==> src/rtl/seven_seg_capture_decoder.sv <==
// -----------------------------------------------------------------------------
// seven_seg_capture_decoder
//
// Receive side of the multiplexed seven-segment display bus. The scanned
// {seg_sel, seg_data} bus is synchronised. Each scan slot is captured once it
// has been stable for STABLE_CYCLES samples. The segment pattern is decoded
// back to a 4-bit digit and stored per digit position. Each captured digit
// produces one valid/ready event.
//
// Optional build macro: SEG_CAPTURE_ERR_CNT_EN adds the err_count output. It
// counts captures that flagged sel_err or bad_pat and saturates at 255.
//
// Ports:
//   clk         system clock, rising edge
//   rst         asynchronous active-high reset
//   seg_sel     digit select from the display bus, one-hot active-high
//   seg_data    segment bus: bit0..6 = a..g, bit7 = dp
//   out_valid   capture event pending
//   out_ready   consumer accepts the event when out_valid & out_ready
//   out_idx     digit position of the pending event
//   out_digit   decoded value of the pending event (4'hF = unrecognised)
//   out_dp      dp bit of the pending event
//   digits      last decoded value per position; digit i at [4i+3:4i]
//   dps         last dp bit per position
//   overrun     sticky: capture while an unaccepted event was pending
//   sel_err     sticky: stable multi-hot seg_sel seen
//   bad_pat     sticky: stable segment pattern not in the decode table
//   err_count   (SEG_CAPTURE_ERR_CNT_EN only) saturating error-capture count
//   clr_status  synchronous clear of the sticky flags and err_count
// -----------------------------------------------------------------------------
module seven_seg_capture_decoder #(
    parameter int NUM_DIGITS    = 5,
    parameter int STABLE_CYCLES = 4
) (
    input  logic                      clk,
    input  logic                      rst,
    input  logic [NUM_DIGITS-1:0]     seg_sel,
    input  logic [7:0]                seg_data,
    output logic                      out_valid,
    input  logic                      out_ready,
    output logic [2:0]                out_idx,
    output logic [3:0]                out_digit,
    output logic                      out_dp,
    output logic [4*NUM_DIGITS-1:0]   digits,
    output logic [NUM_DIGITS-1:0]     dps,
    output logic                      overrun,
    output logic                      sel_err,
    output logic                      bad_pat,
`ifdef SEG_CAPTURE_ERR_CNT_EN
    output logic [7:0]                err_count,
`endif
    input  logic                      clr_status
);

    localparam int         BW          = NUM_DIGITS + 8;
    localparam logic [7:0] STABLE_SAT  = 8'(STABLE_CYCLES);
    localparam logic [7:0] STABLE_LAST = 8'(STABLE_CYCLES - 1);

    logic [BW-1:0]         sync_1;
    logic [BW-1:0]         sync_s;
    logic [BW-1:0]         prev_s;
    logic [7:0]            stab_cnt;
    logic                  armed;

    logic                  same;
    logic                  capture;
    logic [NUM_DIGITS-1:0] cap_sel;
    logic [7:0]            cap_data;
    logic                  sel_one_hot;
    logic                  sel_multi;
    logic [2:0]            cap_idx;
    logic [3:0]            cap_digit;
    logic                  cap_bad;

    logic                  set_sel_err;
    logic                  set_bad_pat;
    logic                  set_overrun;
    logic                  cap_event;

    assign cap_sel  = sync_s[BW-1:8];
    assign cap_data = sync_s[7:0];
    assign same     = (sync_s == prev_s);

    // The capture fires on the edge where the counter reaches STABLE_CYCLES.
    // The event registers load on that same edge, so the total latency is
    // STABLE_CYCLES + 3 edges.
    assign capture  = same && armed && (stab_cnt == STABLE_LAST);

    assign sel_one_hot = $onehot(cap_sel);
    assign sel_multi   = !$onehot0(cap_sel);

    assign cap_event   = capture && sel_one_hot;
    assign set_sel_err = capture && sel_multi;
    assign set_bad_pat = cap_event && cap_bad;
    assign set_overrun = cap_event && out_valid && !out_ready;

    always_comb begin
        cap_idx = '0;
        for (int i = 0; i < NUM_DIGITS; i++) begin
            if (cap_sel[i]) cap_idx = i[2:0];
        end
    end

    always_comb begin
        cap_digit = 4'hF;
        cap_bad   = 1'b0;
        case (cap_data[6:0])
            7'h3F:   cap_digit = 4'd0;
            7'h06:   cap_digit = 4'd1;
            7'h5B:   cap_digit = 4'd2;
            7'h4F:   cap_digit = 4'd3;
            7'h66:   cap_digit = 4'd4;
            7'h6D:   cap_digit = 4'd5;
            7'h7D:   cap_digit = 4'd6;
            7'h07:   cap_digit = 4'd7;
            7'h7F:   cap_digit = 4'd8;
            7'h6F:   cap_digit = 4'd9;
            default: begin
                cap_digit = 4'hF;
                cap_bad   = 1'b1;
            end
        endcase
    end

    // Synchroniser and stability tracking
    always_ff @(posedge clk or posedge rst) begin
        if (rst) begin
            sync_1   <= '0;
            sync_s   <= '0;
            prev_s   <= '0;
            stab_cnt <= '0;
            armed    <= 1'b1;
        end else begin
            sync_1 <= {seg_sel, seg_data};
            sync_s <= sync_1;
            prev_s <= sync_s;
            if (!same) begin
                stab_cnt <= '0;
                armed    <= 1'b1;
            end else begin
                if (stab_cnt != STABLE_SAT) stab_cnt <= stab_cnt + 8'd1;
                if (capture) armed <= 1'b0;
            end
        end
    end

    // Event register with valid/ready handshake
    always_ff @(posedge clk or posedge rst) begin
        if (rst) begin
            out_valid <= 1'b0;
            out_idx   <= '0;
            out_digit <= '0;
            out_dp    <= 1'b0;
        end else if (cap_event && (!out_valid || out_ready)) begin
            out_valid <= 1'b1;
            out_idx   <= cap_idx;
            out_digit <= cap_digit;
            out_dp    <= cap_data[7];
        end else if (out_valid && out_ready) begin
            out_valid <= 1'b0;
        end
    end

    // Per-position store; updated even when the event itself is dropped
    always_ff @(posedge clk or posedge rst) begin
        if (rst) begin
            digits <= '0;
            dps    <= '0;
        end else if (cap_event) begin
            digits[{cap_idx, 2'b00} +: 4] <= cap_digit;
            dps[cap_idx]                  <= cap_data[7];
        end
    end

    // Sticky flags: a set in the same cycle as a clear wins
    always_ff @(posedge clk or posedge rst) begin
        if (rst) begin
            overrun <= 1'b0;
            sel_err <= 1'b0;
            bad_pat <= 1'b0;
        end else begin
            overrun <= (overrun && !clr_status) || set_overrun;
            sel_err <= (sel_err && !clr_status) || set_sel_err;
            bad_pat <= (bad_pat && !clr_status) || set_bad_pat;
        end
    end

`ifdef SEG_CAPTURE_ERR_CNT_EN
    // Unlike the flags, a clear wins over an increment here
    always_ff @(posedge clk or posedge rst) begin
        if (rst) begin
            err_count <= '0;
        end else if (clr_status) begin
            err_count <= '0;
        end else if ((set_sel_err || set_bad_pat) && (err_count != 8'hFF)) begin
            err_count <= err_count + 8'd1;
        end
    end
`endif

endmodule
==> config.mk <==
export PLATFORM = sky130hd
export DESIGN_NAME = seven_seg_capture_decoder
export DESIGN_NICKNAME = d
export VERILOG_FILES = /design/src/rtl/seven_seg_capture_decoder.sv
export SDC_FILE = /design/constraint.sdc
export NUM_CORES = 1
export LEC_CHECK = 0
export ABC_AREA = 1
export BUFFER_PORTS_ARGS = -buffer_cell sky130_fd_sc_hd__clkbuf_2
export CAP_MARGIN = 20
export CORE_ASPECT_RATIO = 2
export CORE_MARGIN = 5
export CORE_UTILIZATION = 50
export DETAILED_ROUTE_END_ITERATION = 10
export PLACE_DENSITY = 0.73
export SLEW_MARGIN = 20
export SYNTH_ARGS = -nofsm -noshare
export SYNTH_HDL_FRONTEND = slang
export SYNTH_SLANG_ARGS = --single-unit
==> constraint.sdc <==
create_clock -name clk -period 5.95 [get_ports clk]
set_clock_uncertainty 0.15 [all_clocks]
set_input_delay 1.19 -clock clk [delete_from_list [all_inputs] [get_ports clk]]
set_output_delay 1.19 -clock clk [all_outputs]
set_load 0.005 [all_outputs]
==> impl_metrics.yaml <==
flow_run:
  cap_viol_max_count: 0
placed_design:
  portBuffers: 53
  numPlacedInstances: 545
  dp_hpwl_um: 5190
  gp_congestion: 0.836
logic_synthesis:
  synth_edf_count: 0
  synthArstFlopShare_pct: 100
  synth.distinct_cells: 32
  dominantRegCellSynth: "dfrtp_1"
  synth.top_cell.area_share_pct: 58.2
  synthCells: 402
  ys_ff_latch: 85
  synth_common_cells: "125 x nand2_1, 84 x dfrtp_1, 43 x inv_1"
  ys_warn_count: 0
  yosysMostFrequentCell: "nand2_1"
  netlist_area_um2: 3610
  synth_seq_area_share_pct: 58.9
  synth_area_per_cell_um2: 8.99
  yosys.area.top_type: "dfrtp_1"
  synth_area_leaders: "dfrtp_1 58%, nand2_1 13%, inv_1 4.5%"
  synth_nets: 427
detailed_routing:
  dr.max_layer_used: "met4"
  drtAntennaViolNets: 0
  viasPerCell: 5.00
  wl_per_cell_um: 13.0
  dr.pass1.iters: 4
  vias: 2803
  drc: 0
  dr_wl_met3_um: 380
  met1_length_um: 3070
  routed_wl_um: 7310
  wl_met2_um: 3750
  drtIter0Drc: 152
pwr:
  seq_power_share_pct: 48.5
  p_int_uw: 961
  leakagePower_uw: 0.00231
  comb_power_share_pct: 5.6
  p_total_uw: 1240
  cellPowerDensity_nw_per_um2: 289
  switchingPower_uw: 279
  p_clk_share_pct: 45.8
  swShare_pct: 22.5
  ir_drop_v: 0.000262
sta:
  final-hold-violation-count: 0
  fin_crit_sh_pct: 52.6
  fin_crit_ns: 3.13
  setup_violations: 0
  rsz0062_at_grt: "no"
  max-slew-margin-rel_pct: 44.1
  whs_ns: 0.197
  finalSetupTns_ns: 0
  slew_viol_final: 0
  max_freq_mhz: 320
  worstMarginPinSlew_ns: 0.831
hold_path:
  hold_class: "register to register"
  min_from: "sync_1[10]$_DFF_PP0_"
clock_network:
  cts_made_buffers: 9
  clk_pin_slew_ns: 0.06
  tritoncts: "yes"
  cts_resized: 0
  cts_setup_buffers: 0
  cts-root-buf: "clkbuf_16"
  htreeDepth: 3
  clkSinkCount: 85
  insertion_delay_ns: 0.34
  clockBufferDepth: 2
  ctsHoldBuffers: 0
floorplanning:
  die_area_um2: 9130
  num_rows: 44
  io_pins: 54
  start_util_pct: 50.5
  die_w_um: 70.1
  coreArea_um2: 7160
  die_y_um: 130
finish:
  drive_gt1_share_pct: 19.2
  n_antenna_cell: 0
  finalNonFillerCells: 561
  syn_to_final_growth_pct: 18.8
  nNetsFinal: 489
critical_path:
  crit_start: "sync_s[11]$_DFF_PP0_"
  crit_type: "register to register"
  worstPathMaxFanout: 13
  start_kind: "register"
  required_ns: 6.02
  r2r-start: "sync_s[11]$_DFF_PP0_"
  crit_arrival_ns: 3.20
  cp-end-kind: "register"
global_routing:
  antenna_found_initial: 0
  grt_pass1_vias: 2755
  grt_pass1_wl_um: 12400
  grt_max_degree: 86
  grt_usage_pct: 17.4
  gr-total-overflow: 0
outcome:
  status: "complete, no violations"
## critical path, cell delays in order, from the launching register on
cell and delay [ns]:
dfrtp_1 0.46, fa_1 0.52, inv_1 0.05, fa_1 0.38, inv_1 0.07, ha_1 0.22
nor3_1 0.27, inv_1 0.12, nor2_4 0.33, nand2_1 0.24, nand2_1 0.12, o21ai_1 0.07
## metrics by stage
step           utilization, %  setup WS [ns]  cell area [um^2]
6_report                 60.0           2.82              4290
5_1_grt                  60.0           2.65              4290
3_3_place_gp             55.6           2.96              3980
3_5_place_dp             55.6           2.84              3980
2_1_floorplan               -           2.42              3610
4_1_cts                  59.9           2.83              4290
## registers in the layout, indices dropped and copies added, names as in the netlist
| name | count |
|---|---|
| prev_s | 13 |
| out_dp | 1 |
| sync_s | 13 |
| out_digit | 4 |
| armed | 1 |
| bad_pat | 1 |
| digits | 20 |
| stab_cnt | 8 |
| sync_1 | 13 |
| out_valid | 1 |
| overrun | 1 |
| sel_err | 1 |
| out_idx | 3 |
| dps | 5 |
## layer usage
layer / up-vias / global-route usage [%]
met5: - / 0
met4: 0 / 6.21
met3: 8 / 5.63
met2: 75 / 28.9
met1: 1320 / 21.4
li1: 1400 / -
## power groups by stage
stage / Clock [uW] / Combinational [uW] / Sequential, uW
after floorplan: 0 / 52.4 / 609
after global placement: 0 / 68.7 / 612
after detailed placement: 0 / 70.8 / 613
after CTS: 577 / 71.2 / 602
after global routing: 603 / 81.3 / 604
final: 568 / 70.0 / 602
## area by class of cell
class	instances	area, um^2
tap	92	115
clock inverter	5	58.8
inverter	52	196
timing repair buffer	54	277
multi-input combinational	262	1260
sequential	85	2130
clock buffer	11	253
fill	637	2870
## cell usage in the layout, fill, tap and decap left out, types with 2 or more instances in the layout
cell	n
nand2_1	125
dfrtp_1	84
clkbuf_2	53
inv_1	42
nor2_1	32
nand3_1	28
o21ai_1	14
nor3_1	13
a21oi_1	12
inv_2	9
clkbuf_16	9
ha_1	6
xnor2_1	3
nand2_2	3
o21ai_0	3
o22ai_1	3
nor2_4	2
nand3_2	2
and3_1	2
clkinv_2	2
nor4_1	2
fa_1	2
clkbuf_8	2
clkinvlp_4	2
## path summary, 6_finish.rpt
kind                       slack, ns  depth (start not counted)                     end
min reg2reg                     0.20                          0    sync_s[10]$_DFF_PP0_
max reg2reg                     2.82                         11  digits[10]$_DFFE_PP0P_
max                             2.82                         11  digits[10]$_DFFE_PP0P_
min                             0.20                          0    sync_s[10]$_DFF_PP0_
min in group asynchronous       0.86                          3     sync_1[0]$_DFF_PP0_
max in group asynchronous       4.26                          3   digits[9]$_DFFE_PP0P_
## cell families (layout without fill, tap and decap cells)
| group | after synthesis | after routing | synth area share [%] |
|---|---|---|---|
| simple gates | 214 | 214 | 25.5 |
| flops | 85 | 85 | 58.9 |
| buf+inv | 55 | 122 | 6.13 |
| compound gates | 36 | 36 | 5.33 |
| fa+ha+maj | 8 | 8 | 3.19 |
| xor+xnor | 4 | 4 | 0.970 |
Note: power is estimated with default switching activity, not from simulation.
